### src/rtl/conv_window_sequencer.sv
// Sliding-window sequencer: streams (sample, weight) pairs for one 1D
// convolution channel into a single mult_reduce instance.
module conv_window_sequencer #(
    parameter int DATA_WIDTH    = 12,
    parameter int KERNEL_SIZE   = 5,
    parameter int SIGNAL_LENGTH = 32
) (
    input  logic                           clk,
    input  logic                           rst,
    input  logic                           weight_wr_en,
    input  logic [$clog2(KERNEL_SIZE)-1:0] weight_wr_addr,
    input  logic [DATA_WIDTH-1:0]          weight_wr_data,
    output logic                           weight_wr_ready,
    input  logic                           window_seq_valid_in,
    output logic                           window_seq_ready_in,
    input  logic [DATA_WIDTH-1:0]          window_seq_data_in,
    output logic                           window_seq_valid_out,
    input  logic                           window_seq_ready_out,
    output logic [DATA_WIDTH-1:0]          window_seq_dataa_out,
    output logic [DATA_WIDTH-1:0]          window_seq_datab_out,
    output logic                           window_seq_frame_done
);
    localparam int KW = $clog2(KERNEL_SIZE);
    localparam int FW = $clog2(KERNEL_SIZE + 1);
    localparam int SW = $clog2(SIGNAL_LENGTH + 1);
    localparam logic [KW-1:0] K_LAST = KW'(KERNEL_SIZE - 1);
    localparam logic [KW-1:0] K_ONE  = KW'(1);
    localparam logic [KW:0]   K_SIZE = (KW+1)'(KERNEL_SIZE);
    localparam logic [FW-1:0] F_LAST = FW'(KERNEL_SIZE - 1);
    localparam logic [FW-1:0] F_ONE  = FW'(1);
    localparam logic [SW-1:0] S_LEN  = SW'(SIGNAL_LENGTH);
    localparam logic [SW-1:0] S_ONE  = SW'(1);

    typedef enum logic [1:0] {FILL, ISSUE, SHIFT} state_t;

    state_t                state, state_nx;
    logic [DATA_WIDTH-1:0] window [KERNEL_SIZE];
    logic [DATA_WIDTH-1:0] window_nx [KERNEL_SIZE];
    logic [DATA_WIDTH-1:0] weight [KERNEL_SIZE];
    logic [DATA_WIDTH-1:0] weight_nx [KERNEL_SIZE];
    logic [KW-1:0]         k, k_nx;
    logic [FW-1:0]         fill_cnt, fill_nx;
    logic [SW-1:0]         smp_cnt, smp_nx;
    logic                  ready_in_nx, valid_nx, done_nx, wr_ready_nx;
    logic [DATA_WIDTH-1:0] dataa_nx, datab_nx;
    logic                  sample_acc;

    always_ff @(posedge clk) begin
        if (rst) begin
            state                 <= FILL;
            k                     <= '0;
            fill_cnt              <= '0;
            smp_cnt               <= '0;
            window_seq_ready_in   <= 1'b1;
            window_seq_valid_out  <= 1'b0;
            window_seq_dataa_out  <= '0;
            window_seq_datab_out  <= '0;
            window_seq_frame_done <= 1'b0;
            weight_wr_ready       <= 1'b1;
            for (int i = 0; i < KERNEL_SIZE; i++) begin
                window[i] <= '0;
                weight[i] <= '0;
            end
        end else begin
            state                 <= state_nx;
            k                     <= k_nx;
            fill_cnt              <= fill_nx;
            smp_cnt               <= smp_nx;
            window_seq_ready_in   <= ready_in_nx;
            window_seq_valid_out  <= valid_nx;
            window_seq_dataa_out  <= dataa_nx;
            window_seq_datab_out  <= datab_nx;
            window_seq_frame_done <= done_nx;
            weight_wr_ready       <= wr_ready_nx;
            window                <= window_nx;
            weight                <= weight_nx;
        end
    end

    always_comb begin
        state_nx    = state;
        k_nx        = k;
        fill_nx     = fill_cnt;
        smp_nx      = smp_cnt;
        ready_in_nx = window_seq_ready_in;
        valid_nx    = window_seq_valid_out;
        dataa_nx    = window_seq_dataa_out;
        datab_nx    = window_seq_datab_out;
        done_nx     = 1'b0;
        window_nx   = window;
        weight_nx   = weight;
        sample_acc  = window_seq_valid_in && window_seq_ready_in;

        if (weight_wr_en && weight_wr_ready && ({1'b0, weight_wr_addr} < K_SIZE))
            weight_nx[weight_wr_addr] = weight_wr_data;

        // Newest sample enters at the top; index 0 always holds the oldest.
        if (sample_acc) begin
            for (int i = 0; i < KERNEL_SIZE - 1; i++)
                window_nx[i] = window[i+1];
            window_nx[KERNEL_SIZE-1] = window_seq_data_in;
            smp_nx = smp_cnt + S_ONE;
        end

        case (state)
            FILL: begin
                if (sample_acc) begin
                    fill_nx = fill_cnt + F_ONE;
                    if (fill_cnt == F_LAST) begin
                        state_nx    = ISSUE;
                        ready_in_nx = 1'b0;
                    end
                end
            end
            SHIFT: begin
                if (sample_acc) begin
                    state_nx    = ISSUE;
                    ready_in_nx = 1'b0;
                end
            end
            ISSUE: begin
                if (!window_seq_valid_out) begin
                    valid_nx = 1'b1;
                    dataa_nx = window[k];
                    datab_nx = weight[k];
                end else if (window_seq_ready_out) begin
                    if (k == K_LAST) begin
                        valid_nx    = 1'b0;
                        k_nx        = '0;
                        ready_in_nx = 1'b1;
                        if (smp_cnt == S_LEN) begin
                            done_nx  = 1'b1;
                            smp_nx   = '0;
                            fill_nx  = '0;
                            state_nx = FILL;
                        end else begin
                            state_nx = SHIFT;
                        end
                    end else begin
                        k_nx     = k + K_ONE;
                        dataa_nx = window[k + K_ONE];
                        datab_nx = weight[k + K_ONE];
                    end
                end
            end
            default: state_nx = FILL;
        endcase

        wr_ready_nx = (state_nx != ISSUE);
    end
endmodule

### config.mk
export PLATFORM = sky130hd
export DESIGN_NAME = conv_window_sequencer
export DESIGN_NICKNAME = d
export VERILOG_FILES = /design/src/rtl/conv_window_sequencer.sv
export SDC_FILE = /design/constraint.sdc
export NUM_CORES = 1
export LEC_CHECK = 0
export CAP_MARGIN = 25
export CORE_MARGIN = 2
export CORE_UTILIZATION = 27
export DETAILED_ROUTE_END_ITERATION = 16
export GPL_ROUTABILITY_DRIVEN = 0
export PLACE_DENSITY_LB_ADDON = 0.12
export SYNTH_ARGS = -nofsm -noshare
export SYNTH_HDL_FRONTEND = slang
export SYNTH_SLANG_ARGS = --single-unit
### constraint.sdc
create_clock -name clk -period 2.81 [get_ports clk]
set_input_delay 0.562 -clock clk [delete_from_list [all_inputs] [get_ports clk]]
set_output_delay 0.562 -clock clk [all_outputs]
set_load 0.03 [all_outputs]
# Word level (Yosys, flattened, before mapping)
# Index checks and enable logic that the tools add are counted.
# word_totals
register_bits,162
input_bits,32
out_inout_bits,28
elab_cells,115
# classes
addsub,3
magnitude_cmp,5
n_eq_ne,15
muxes,53
bitwise,7
reduce_logical,12
# ops
cell,n
$mux W12,15
$bmux W12 S3,4
$bwmux W60,1
$demux W12 S3,1
$mux W6,6
$mux W3,6
$ne A2 B2 Y1 const B,8
$mux W2,7
$ge A4 B4 Y1 const B,3
$not A3 Y4,3
$mux W1,10
$reduce_and A7 Y1,1
$add A3 B1 Y3 const B,2
$add A6 B1 Y6 const B,1
$eq A3 B3 Y1 const B,2
$eq A6 B6 Y1 const B,1
$pmux W2 S3,1
$pmux W3 S2,1
$reduce_and A3 Y1,2
$reduce_and A6 Y1,1
$reduce_or A5 Y1,1
$logic_and A1 B1 Y1,4
$lt A4 B1 Y1 const B,1
$ne A2 B1 Y1 const B,2
8 further kinds,11

# Logic depth before layout (Yosys ltp)
# Gate-level depths: netlist of run 1.
# logic_depth
depth_word,8
ltp_mapped,10
depth_no_buf,6

# Worst setup path after synthesis of run 1
# Ideal clock, no wire load.
# synth_timing
path_type,reg2reg
start,reg k[0]
end,reg window_seq_datab_out[10]
setup_time_ns,0.138
t_arrival_ns,2.132
required_time_ns,2.672
slack_ns,0.540
stages_incl_launch_ff,11
n_path_buf,4
synth_period_minus_slack_ns,2.270
path_cell_list,dfxtp_1 -> buf_2 -> inv_1 -> clkbuf_1 -> ha_1 -> buf_2 -> buf_1 -> mux2i_1 -> nand2_1 -> a311oi_1 -> o32ai_1
# synth_between
elab_chain_cells,8
elab_cells_between_ends,15
cone_classes,add/sub (1); eq/ne (2); mux (9); bitwise (2); reduce/logical (1)
# synth_lines
item,line,rtl
"start, declared",41,"logic [KW-1:0] k, k_nx;"
"start signal, assigned",66,k <= k_nx;
$add A3 B1 Y3,142,datab_nx = weight[k + K_ONE];
$not A3 Y4 (implied by the code),142,
$bmux W12 S3,142,
$mux W12 (implied by the code) (2 in series),142,
$mux W12,127,if (k == K_LAST) begin
$mux W12,126,end else if (window_seq_ready_out) begin
$mux W12,122,if (!window_seq_valid_out) begin
"end signal, assigned",72,window_seq_datab_out <= datab_nx;
"end, declared",20,"output logic [DATA_WIDTH-1:0] window_seq_datab_out,"
# Several ways; a longest one is shown, not always the timed one. The select of a mux whose other input is x is not followed.
# A chain may end at the register's enable or synchronous reset.

# Final worst setup path of run 1
# layout_timing
start,reg k[0]
end,reg window_seq_dataa_out[11]
# layout_between
elab_chain_cells,8
elab_cells_between_ends,15
cone_classes,add/sub (1); eq/ne (2); mux (9); bitwise (2); reduce/logical (1)
# layout_lines
item,line,rtl
$add A3 B1 Y3,141,dataa_nx = window[k + K_ONE];
$not A3 Y4 (implied by the code),141,
$bmux W12 S3,141,
$mux W12 (implied by the code) (2 in series),141,
$mux W12,127,
$mux W12,126,
$mux W12,122,
"end signal, assigned",71,window_seq_dataa_out <= dataa_nx;
"end, declared",19,"output logic [DATA_WIDTH-1:0] window_seq_dataa_out,"
# Several ways; a longest one is shown, not always the timed one. The select of a mux whose other input is x is not followed.

==> results.toml, run 1 <==
[logic_synthesis]
synth_top_family_by_area = "compound AO/OA/AOI/OAI gates"
yosys.area_share.adder_pct = 0.9258
syn_inst = 986
yosys_most_used_dff = "dfxtp_1"
syn_avg_cell_area_sq_um = 8.224
yosys.area.top_type_share_pct = 39.99
synth_nets = 1024
ys_top_cells_by_count = "nand2_1, dfxtp_1, mux2i_1, a21oi_1, nor2_1"
ys_types = 49
yosysWarnings = 0
synth.area.top_cells = "dfxtp_1, mux2i_1, nand2_1"
synth-compound-area-share_pct = 18.22
synth_edf_count = 0
synth_top_area_cell = "dfxtp_1"
ys_async_sr_fraction_pct = 0
synth-xor-area-share_pct = 0.9412
ys_seq_elements = 162
synthMuxAreaShare_pct = 17.44
synth_most_common_cell = "nand2_1"
synth.yosys.seq_area_share_pct = 39.99
synth_area_sq_um = 8109
synth_simple_gate_area_share_pct = 16.08

[timing]
finalHoldViolations = 0
max_slew_margin_pct = 53.20
tns_ns = 0
finalSetupViolCount = 0
grt_setup_unrepaired = "false"
worst_pin_slew_ns = 0.7003
period_needed_ns = 2.205
worst_slack_ns = 0.6051
fmax_ghz = 0.4535
report.final.slew_viol_count = 0
fin_skew_ns = 0.01293
fin_crit_sh_pct = 78.47

[cts]
cts_tree = "done"
numCtsBuffers = 17
ctsRootBufferMaster = "clkbuf_16"
insertion_delay_ns = 0.43
cts_buffer_depth = 2
cts_resized = 0
clkTransAtPathRegs_ns = 0.07
clock_sinks = 162
postCtsSetupRepairBufs = 0
cts_hold_buf = 0
cts_htree_levels = 4

[detailed_routing]
wl_per_cell_microns = 17.01
totalWireLength_mm = 24.02
wirelength_met1_mm = 12.58
drcViolationCount = 0
first_pass_iters = 5
antenna_left = 0
wl_met2_mm = 10.59
viasPerCell = 4.813
vias = 6796
dr.first_iter.drc_count = 362
top_layer = "met4"
wl_met3_microns = 688

[floorplanning]
ios = 60
core_area_sq_um = 29640
die_h_microns = 177.3
row_count = 63
initial_core_util_pct = 27.36
die_x_microns = 177.3
dieArea_sq_um = 31440

[pwr]
power.density_nw_per_um2 = 513.0
p_comb_share_pct = 5.7
power_frac_seq_pct = 47.7
swShare_pct = 24.85
clock_power_share_pct = 46.6
p_sw_mw = 1.239
p_int_mw = 3.745
ir_drop_mv = 0.3898
p_leak_nw = 3.454

[placement]
hpwl_mm = 14.62
dp_slack_ns = 0.5124
numPortBuffers = 59

[global_routing]
antenna_found_initial = 0
grt-ovfl-total = 0
grt_max_degree = 85
grt_usage_pct = 15.56
grt_pass1_wl_mm = 38.05
grt_pass1_vias = 6528

[layout]
syn2layout_area_growth_pct = 19.81
fillCellCount = 3206
antenna_cells = 0
fin_nets = 1047
layout-drive-gt1-share_pct = 6.947

[setup_path]
critical-path-max-stage-delay_ns = 0.45
crit_fanout = 25
path_cells = "inv_1 > ha_4 > buf_4 > mux2i_1 > nor3_1 > a311oi_1 > o32ai_1"
start_kind = "register"
cp-end-kind = "register"
critPathKind = "register to register"
crit_arrival_ns = 2.49
worst_path_max_delay_cell = "dfxtp_2"
worstPathRequired_ns = 3.10

[run_status]
status = "finished, final reports clean"

[flow_run]
max-cap-violations = 0

[hold_path]
hp-class = "register to register"
==> final cells by class <==
type                            instances  area [sq um]  share of cell area [%]
Tap cell                              390         488.0                   5.023
Multi-Input combinational cell        694          4374                   45.02
Clock inverter                         12         123.9                   1.275
Timing Repair Buffer                   87         848.3                   8.731
Sequential cell                       162          3248                   33.43
Clock buffer                           20         456.7                   4.701
Inverter                               47         176.4                   1.816
==> critical path, delay by kind of cell (launching register included) <==
kind | cells | cell delay [ns]
mux | 1 | 0.24
compound gates | 2 | 0.38
simple gates | 1 | 0.06
buf+inv | 2 | 0.52
flops | 1 | 0.45
fa+ha+maj | 1 | 0.42
==> power by group through the flow <==
stage               clock (mW)  sequential [mW]  combinational [mW]
global route              2.50             2.38               0.320
CTS                       2.40             2.38               0.290
detailed placement           0             2.43               0.288
global placement             0             2.43               0.289
finish                    2.32             2.38               0.284
floorplan                    0             2.42               0.169
==> through the flow <==
| step | hold WS (ns) | area, sq um | instances | total power [mW] | utilization, % |
|---|---|---|---|---|---|
| floorplan | 0.4441 | 8109 | 986 | 2.587 | - |
| global placement | 0.4549 | 9135 | 1380 | 2.719 | 30.82 |
| detailed placement | 0.4608 | 9135 | 1380 | 2.719 | 30.82 |
| CTS | 0.4707 | 9716 | 1412 | 5.068 | 32.78 |
| global route | 0.4915 | 9716 | 1412 | 5.201 | 32.78 |
| finish | 0.4687 | 9716 | 1412 | 4.984 | 32.78 |
==> state kept, by name, indices dropped and copies added (netlist names) <==
name	cells
fill_cnt	3
k	3
smp_cnt	6
state	2
weight	60
weight_wr_ready	1
window	60
window_seq_dataa_out	12
window_seq_datab_out	12
window_seq_frame_done	1
window_seq_ready_in	1
window_seq_valid_out	1
==> path summary, 6_finish.rpt <==
| check | from | end | slack (ns) | depth (start not counted) |
|---|---|---|---|---|
| min reg2reg | weight[51] | weight[51] | 0.47 | 2 |
| max | k[0] | window_seq_dataa_out[11] | 0.61 | 7 |
| max reg2reg | k[0] | window_seq_dataa_out[11] | 0.61 | 7 |
| min | weight[51] | weight[51] | 0.47 | 2 |
==> kinds of logic (layout without fill, tap and decap cells) <==
kind of cell | after synthesis | count (layout)
and+or+nand+nor | 303 | 303
xor gates and xnor gates | 7 | 7
DFF | 162 | 162
AOI/OAI and AO/OA | 238 | 238
buffers and inverters | 130 | 166
muxes | 140 | 140
adders and majority gates | 6 | 6
==> layer usage <==
metal	GRT usage, %	up-vias
li1	-	3464
met1	22.87	3222
met2	23.83	101
met3	2.699	9
met4	3.005	0
met5	0	-
==> layout by cell type (no fill, tap or decap), types with 5 or more instances in the layout <==
master | Yosys | layout
nand2_1 | 170 | 169
dfxtp_1 | 162 | 160
mux2i_1 | 139 | 139
a21oi_1 | 90 | 90
nor2_1 | 69 | 69
clkdlybuf4s50_1 | 0 | 58
inv_1 | 46 | 46
o21ai_0 | 39 | 39
buf_4 | 1 | 25
o32ai_1 | 24 | 24
clkbuf_16 | 0 | 17
nor3_1 | 15 | 15
a211o_1 | 14 | 14
o21ai_1 | 14 | 14
nor2b_1 | 14 | 14
nand2b_1 | 13 | 13
a311oi_1 | 13 | 13
a31oi_1 | 13 | 13
o31ai_1 | 12 | 12
a211oi_1 | 11 | 11
ha_1 | 6 | 5
No activity file was read; power rests on OpenSTA's default activity.
==> run 2, diff against run 1 <==
==> constraint.sdc (replaced) <==
create_clock -name clk -period 1.8 [get_ports clk]
set_input_delay 0.36 -clock clk [delete_from_list [all_inputs] [get_ports clk]]
set_output_delay 0.36 -clock clk [all_outputs]
set_load 0.03 [all_outputs]
==> results.toml, run 2 (synthesis gave the netlist of run 1 again) <==
[global_routing]
use_met1_pct = 22.49
grt_max_degree = 64
grt-ovfl-total = 0
grt_usage_pct = 15.86
grt_pass1_wl_mm = 38.91
gr-max-usage-layer = "met2"
antenna_found_initial = 0
met3_usage_pct = 2.356
grt_util_met2_pct = 24.89
grt_pass1_vias = 6913

[setup_path]
cp_num_buf_inv = 3
start_kind = "register"
crit_arrival_ns = 2.15
crit_fanout = 8
critical-path-max-stage-delay_ns = 0.39
worst_path_max_delay_cell = "dfxtp_4"
critPathKind = "register to register"
r2r_cells = 8
regToRegSetupSlack_ns = -0.05
cp-end-kind = "register"
worstPathRequired_ns = 2.10
path_cells = "inv_4 > ha_4 > buf_6 > buf_12 > mux2i_2 > nor3_2 > a311oi_2 > o32ai_2"
rr_startpoint = "k[0]"
critPathTopFamily = "compound AO/OA/AOI/OAI gates"
r2r-end = "window_seq_datab_out[11]"

[timing]
max_slew_margin_pct = 70.20
fin_skew_ns = 0.01244
period_needed_ns = 1.854
worst_pin_slew_ns = 0.4471
fin_crit_sh_pct = 103.0
finalSetupViolCount = 3
fmax_ghz = 0.5394
report.final.slew_viol_count = 0
finalHoldViolations = 0
worst_slack_ns = -0.05381
grt_setup_unrepaired = "true"

[layout]
final_area_sq_um = 10520
top_regs = "weight (60), window (60)"
antenna_cells = 0
ff_latch_area_sq_um = 3252
final_cells = 1451
multi_input_area_sq_um = 4486
final_cell_mix = "nand2_1, dfxtp_1, mux2i_1"
mostFrequentLayoutCell = "nand2_1"
layout-drive-gt1-share_pct = 12.35
fillCellCount = 3132
syn2layout_area_growth_pct = 29.73
fin_nets = 1088

[pwr]
power.density_nw_per_um2 = 797.9
ir_drop_mv = 0.5444
p_leak_nw = 3.975

[hold_path]
min_path_cells = 3
min_to = "weight[23]"
worstHoldStart = "rst"
hp-class = "primary input to register"

[floorplanning]
core_area_sq_um = 29640
die_h_microns = 177.3
ios = 60
initial_core_util_pct = 27.36
dieArea_sq_um = 31440
row_count = 63
die_x_microns = 177.3

[detailed_routing]
dr.first_iter.drc_count = 403
first_pass_iters = 5
wl_per_cell_microns = 17.38
vias = 7058
antenna_left = 0
viasPerCell = 4.864
drcViolationCount = 0
totalWireLength_mm = 25.21

[placement]
hpwl_mm = 15.00
numPortBuffers = 59
dpl_cell_area_sq_um = 9493
dp_slack_ns = -0.1822
dp.cells = 1401

[run_status]
status = "complete, but fails checks"
violations = "setup timing"

[cts]
cts_hold_buf = 0
cts_htree_levels = 4
cts_tree = "done"
clock_sinks = 162
ctsRootBufferMaster = "clkbuf_16"
insertion_delay_ns = 0.43
numCtsBuffers = 17
clkTransAtPathRegs_ns = 0.07
cts_buffer_depth = 2

[flow_run]
max-cap-violations = 0
run 2: worst reg2reg max path, cell delays in order (launching register included):
cell      delay [ns]
dfxtp_4         0.39
inv_4           0.05
ha_4            0.31
buf_6           0.15
buf_12          0.15
mux2i_2         0.22
nor3_2          0.07
a311oi_2        0.27
o32ai_2         0.13
run 2: metal layers:
layer | wire length (microns) | part of all wire, %
met1 | 12730 | 50
met5 | 0 | 0
met4 | 238 | 0.94
met3 | 671 | 2.7
met2 | 11570 | 46
run 2: how the worst max path moves through the flow:
stage / cells after the start / end / start
2_1_floorplan: 10 / window_seq_datab_out[2] / k[0]
3_3_place_gp: 6 / window_seq_datab_out[8] / window_seq_ready_out
3_5_place_dp: 6 / window_seq_datab_out[11] / window_seq_ready_out
4_1_cts: 7 / window_seq_dataa_out[9] / k[1]
5_1_grt: 9 / window_seq_datab_out[9] / k[0]
6_report: 8 / window_seq_datab_out[11] / k[0]
run 2: through the flow:
stage	setup TNS (ns)	hold slack, ns	util, %	total power, mW
6_report	-0.08542	0.4337	35.49	8.394
4_1_cts	-0.009423	0.4290	34.14	8.513
5_1_grt	-0.9462	0.4419	35.49	8.695
3_3_place_gp	-3.505	0.4517	32.03	4.278
2_1_floorplan	-1.081	0.4441	-	4.039
3_5_place_dp	-4.439	0.4546	32.03	4.280
run 2: report_power, final:
group	leakage (nW)	internal [mW]	switching [mW]
Sequential	1.31	3.65	0.0612
Combinational	2.35	0.215	0.273
Clock	0.313	2.61	1.59
Total	3.98	6.47	1.93
run 2: what timing repair did:
action / 4_1_cts / 5_1_grt
buffers inserted: 0 / 16
pin swaps: 0 / 23
cloned: 0 / 4
resized for setup: 26 / 32
endpoints found under the setup margin: 27 / 26
run 2: layout make-up:
cell class	instances	area share, %
clock buffer	18	4.079
clock inverter	12	2.188
inverter	47	1.725
multi-input combinational	694	42.64
sequential	162	30.91
tap	390	4.638
timing repair buffer	128	13.82
==> run 3, diff against run 2 <==
--- a/config.mk
+++ b/config.mk
@@ -8,6 +8,7 @@
 export CAP_MARGIN = 25
 export CORE_MARGIN = 2
 export CORE_UTILIZATION = 27
+export CTS_CLUSTER_SIZE = 30
 export DETAILED_ROUTE_END_ITERATION = 16
 export GPL_ROUTABILITY_DRIVEN = 0
 export PLACE_DENSITY_LB_ADDON = 0.12
==> results of run 3 <==
Final layout, timing and power as in run 2 (identical DEF).
==> edit 1, RTL diff (flow settings as in run 3) <==
The 3 states of `state_t` get a one-hot encoding in 3 bits.
--- a/src/rtl/conv_window_sequencer.sv
+++ b/src/rtl/conv_window_sequencer.sv
@@ -31,7 +31,7 @@
     localparam logic [SW-1:0] S_LEN  = SW'(SIGNAL_LENGTH);
     localparam logic [SW-1:0] S_ONE  = SW'(1);
 
-    typedef enum logic [1:0] {FILL, ISSUE, SHIFT} state_t;
+    typedef enum logic [2:0] {FILL = 3'b001, ISSUE = 3'b010, SHIFT = 3'b100} state_t;
 
     state_t                state, state_nx;
     logic [DATA_WIDTH-1:0] window [KERNEL_SIZE];
Function: no difference found for any inputs over 4 cycles, from zero or initial values and one cycle with rst high; so few cycles prove little.
==> edit 1 against run 3 <==
  * The flow still finishes with violations (negative setup slack)
  * Count of clock-buffer cells in the layout rose by 1
  * Setup slack lost 0.064 ns
  * Synthesized cell count is 0.30% lower
  * Design area rose by 1.1%
  * Largest power group is now registers
  * Utilization is 0.31 points higher
  * Sequential share of layout area is 0.16 points lower
  * Power fell by 5.6%
  * Synthesized area grew 0.82%
  * Wire length is 0.52% lower
  * Sequential cell count increased by 1
==> edit 1: results (changes against run 3) <==
Status - finished, violations left (unchanged)
Failing checks - negative setup slack (unchanged)
Starting DRC count in detailed routing - 419 (was 403)
Synth top area cells - dfxtp_1 (40%), mux2i_1 (16%), nand2_1 (7.5%) (was dfxtp_1 (40%), mux2i_1 (17%), nand2_1 (7.9%))
WL/cell - 17.1 um (was 17.4 um)
Placed Area - 9740 sq um (was 9490 sq um)
Pin count of the biggest net entering global routing - 61 (was 64)
VDD IR max - 433 uV (was 544 uV)
Max incr delay on CP - 0.39 ns (about the same)
Final net count - 1108 (was 1088)
CP Data Arrival Time - 2.24 ns (was 2.15 ns)
Global-route wire length before repair - 39400 um (was 38900 um)
Share of cells above drive strength 1 - 14.9% (was 12.3%)
Worst Setup SP - k[0] (unchanged)
Clock buffer depth - 2 (unchanged)
Setup violations, final - 24 (was 3)
List of most frequent post-synthesis cells - dfxtp_1 (163), nand2_1 (163), mux2i_1 (132), a21oi_1 (98), nor2_1 (95) (was nand2_1 (170), dfxtp_1 (162), mux2i_1 (139), a21oi_1 (90), nor2_1 (69))
Netlist cell types - 53 (was 49)
DP HPWL - 15600 um (was 15000 um)
Syn Nets - 1021 (was 1024)
Placed cell count - 1418 (was 1401)
Final wirelength - 25100 um (was 25200 um)
Initial antenna violation count - 1 (was 0)
Total CTS buffers - 17 (unchanged)
Vias - 7108 (was 7058)
FILL cells - 3070 (was 3132)
Clock skew - 0.00995 ns (was 0.0124 ns)
Post-synthesis sequential area ratio - 39.9% (was 40.0%)
Final setup margin - -0.117 ns (was -0.0538 ns)
# port buffers - 59 (unchanged)
Setup TNS - -1.63 ns (was -0.0854 ns)
Worst Tran Pin Value - 0.337 ns (was 0.447 ns)
RR Endpoint - window_seq_dataa_out[5] (was window_seq_datab_out[11])
Worst Reg2Reg Path Length in Cells - 10 (was 8)
Total GRT Usage - 16.0% (was 15.9%)
Post-Syn Instances - 983 (was 986)
Number of global-route vias before repair - 6889 (was 6913)
Synth top area share - 39.9% (was 40.0%)
Leakage - 3.89 nW (was 3.98 nW)
Worst Path Max Fanout - 6 (was 8)
[edit 1: changes by cell type after synthesis, sizes merged, moves of 13 or more]
cell    before  now
nor3b        1   14
a211o       14    1
inv         46   20
o32ai       24    0
a221o        0   23
o22ai        1   23
a311oi      13    0
nand3        2   24
nor2        69   95
o21ai       53   28
a31oi       13   27
[edit 1: worst max-delay path: cells and delay by family, from the launching register on]
| family | cells | cell delay [ns] |
|---|---|---|
| muxes | 1 | 0.18 |
| adders and majority gates | 1 | 0.27 |
| AOI/OAI and AO/OA | 3 | 0.46 |
| DFF | 1 | 0.39 |
| and+or+nand+nor | 1 | 0.06 |
| buffers and inverters | 4 | 0.44 |
[edit 1: cell families (layout without fill, tap and decap cells)]
kind of cell | after synthesis | in the layout | share of synthesized area (%)
muxes | 143 | 143 | 17.8
AOI/OAI and AO/OA | 214 | 214 | 15.9
buffers and inverters | 103 | 201 | 5.66
DFF | 163 | 163 | 39.9
adders and majority gates | 6 | 6 | 0.918
and+or+nand+nor | 347 | 347 | 18.7
xor gates and xnor gates | 7 | 7 | 1.07
[edit 1: worst min-delay path by stage]
stage                    start          end  cells past startpoint
detailed placement  window[55]   window[55]                      2
floorplan           window[50]   window[50]                      2
CTS                        rst  fill_cnt[1]                      3
global route               rst     state[2]                      3
global placement    window[59]   window[59]                      2
finish                     rst  fill_cnt[1]                      3
[edit 1: through the flow]
step	hold slack, ns	utilization, %
after floorplan	0.446	-
after global placement	0.457	32.8
after detailed placement	0.461	32.8
after CTS	0.436	35.0
after global routing	0.457	35.8
final	0.435	35.8
[edit 1: area by class of cell]
type                            instances  area share, %
Tap cell                              390           4.59
Inverter                               21          0.858
Clock buffer                           19           4.16
Sequential cell                       163           30.8
Clock inverter                         11           1.29
Multi-Input combinational cell        717           42.7
Timing Repair Buffer                  150           15.6
[edit 1: routing by layer]
layer / up-vias / track usage [%] / part of all wire, %
met5: - / 0 / 0
li1: 3608 / - / -
met1: 3356 / 23.5 / 52
met2: 130 / 24.2 / 44
met4: 0 / 3.45 / 0.73
met3: 14 / 3.01 / 3.8
[edit 1: report_power, final]
part	internal, mW	switching (mW)	total, mW
registers	3.67	0.0651	3.74
clock network	2.19	1.51	3.70
logic	0.215	0.272	0.487
[edit 1: timing repair]
item / 4_1_cts / 5_1_grt
gates cloned: 1 / 5
setup endpoints to repair: 51 / 25
pin swaps: 4 / 17
setup buffers: 7 / 11
hold buffers: 0 / 0
gates resized for setup: 33 / 24
==> edit 2, RTL diff (settings of run 3) <==
Without the edit above. Change the parameter `KERNEL_SIZE` from 5 to 10.
--- a/src/rtl/conv_window_sequencer.sv
+++ b/src/rtl/conv_window_sequencer.sv
@@ -2,7 +2,7 @@
 // convolution channel into a single mult_reduce instance.
 module conv_window_sequencer #(
     parameter int DATA_WIDTH    = 12,
-    parameter int KERNEL_SIZE   = 5,
+    parameter int KERNEL_SIZE   = 10,
     parameter int SIGNAL_LENGTH = 32
 ) (
     input  logic                           clk,
Ports: changed (resized weight_wr_addr); port bits go from 60 to 61. The function was not compared with the original's and may differ.
==> edit 2 against run 3 <==
  * The run still ends with negative setup slack left
  * Setup slack worse by 0.098 ns
  * Synthesized cell count is 56% higher
  * Synthesized area is 76% higher
  * Count of clock-buffer cells in the layout is 34 higher
  * Non-clock buffer count is 86 higher
  * Sequential cell count is 122 higher
  * Design area is 76% higher
  * Wire length is 87% higher
  * Sequential power is 73% higher
  * Hold slack worse by 0.20 ns
  * Power is 72% higher
==> edit 2: results (changes against run 3) <==
Worst path top cell family by delay - multiplexers (was compound AO/OA/AOI/OAI gates)
DR pass1 iterations - 4 (was 5)
Clk_lat worst skew - 0.55 ns (was 0.43 ns)
Hold slack - 0.232 ns (was 0.434 ns)
VDD IR max - 569 uV (was 544 uV)
CP Data Arrival Time - 2.37 ns (was 2.15 ns)
Number of global-route vias before repair - 11800 (was 6913)
DP HPWL - 29200 um (was 15000 um)
Netlist cell types - 45 (was 49)
Via-to-Cell Ratio - 5.04 (was 4.86)
FILL cells - 5412 (was 3132)
Worst Path Max Fanout - 6 (was 8)
Share of cells above drive strength 1 - 22.9% (was 12.3%)
Worst Tran Pin Value - 0.520 ns (was 0.447 ns)
Leakage - 6.55 nW (was 3.98 nW)
Syn Nets - 1582 (was 1024)
Setup violations, final - 24 (was 3)
Post-synthesis sequential area ratio - 39.9% (was 40.0%)
Pin count of the biggest net entering global routing - 49 (was 64)
Internal Power - 11.1 mW (was 6.47 mW)
Final setup margin - -0.152 ns (was -0.0538 ns)
Total CTS buffers - 36 (was 17)
WL/cell - 20.0 um (was 17.4 um)
Failing checks - negative setup slack (unchanged)
Regs by FF count - weight (120), window (120) (was weight (60), window (60))
Synth top area cells - dfxtp_1 (40%), mux4_2 (11%), mux2i_1 (11%) (was dfxtp_1 (40%), mux2i_1 (17%), nand2_1 (7.9%))
Clock skew - 0.0143 ns (was 0.0124 ns)
Max incr delay on CP - 0.52 ns (was 0.39 ns)
Final net count - 1690 (was 1088)
Total GRT Usage - 17.4% (was 15.9%)
Post-Syn Instances - 1543 (was 986)
Status - finished, violations left (unchanged)
==> edit 2: timing repair <==
action / CTS / global route
setup buffers: 16 / 6
resized for setup: 86 / 28
pin swaps: 21 / 20
cloned: 7 / 0
setup endpoints to repair: 53 / 35
==> edit 2: path summary, 6_finish.rpt <==
path               start                      end  depth (start not counted)
max reg2reg         k[0]  window_seq_dataa_out[2]                          6
max                 k[0]  window_seq_dataa_out[2]                          6
min reg2reg  window[118]              window[118]                          2
min                  rst               weight[23]                          2
==> edit 2: logic make-up (layout without fill, tap and decap cells) <==
logic type                 after synthesis  count (layout)  synth area share (%)
DFF                                    284             284                  39.9
and+or+nand+nor                        520             520                  15.6
adders and majority gates                6               6                 0.527
xor gates and xnor gates                 6               6                 0.369
AOI/OAI and AO/OA                      321             321                  14.2
muxes                                  255             255                  24.6
buffers and inverters                  151             280                  4.81
==> edit 2: worst reg2reg max path, stage by stage, from the launching register on <==
cell,delay (ns)
dfxtp_4,0.37
buf_6,0.12
ha_4,0.31
buf_12,0.13
mux4_2,0.52
a221oi_2,0.27
a2111oi_1,0.11
==> edit 2: power groups by stage <==
stage / clock, mW / combinational, mW / sequential [mW]
finish: 7.23 / 0.743 / 6.43
global route: 7.71 / 0.811 / 6.43
CTS: 7.46 / 0.753 / 6.43
detailed placement: 0 / 0.747 / 6.57
global placement: 0 / 0.743 / 6.57
floorplan: 0 / 0.387 / 6.54
==> edit 2: cell type report <==
| type | instances | area, sq um | share of cell area [%] |
|---|---|---|---|
| multi-input combinational | 1108 | 8230 | 44.6 |
| sequential | 284 | 5700 | 30.8 |
| timing repair buffer | 214 | 2500 | 13.5 |
| clock buffer | 52 | 1070 | 5.80 |
| tap | 688 | 861 | 4.66 |
| clock inverter | 7 | 87.6 | 0.474 |
| inverter | 7 | 28.8 | 0.156 |
==> edit 2: metal layers <==
layer	track usage, %	share of wire [%]	up-vias	wire length (um)
met5	0	0	-	0
met4	6.37	3.0	0	1400
met3	2.87	4.4	79	2090
met1	22.6	45	5872	21300
li1	-	-	5698	-
met2	28.9	48	238	22400
==> edit 2: per-stage QoR <==
step / power [mW] / setup TNS (ns) / cell area (sq um) / worst slack (ns)
floorplan: 6.93 / -2.28 / 14300 / -0.180
global placement: 7.31 / -20.13 / 16700 / -0.258
detailed placement: 7.32 / -23.62 / 16700 / -0.260
CTS: 14.6 / -3.37 / 18400 / -0.183
global route: 15.0 / -5.31 / 18500 / -0.273
finish: 14.4 / -2.37 / 18500 / -0.152
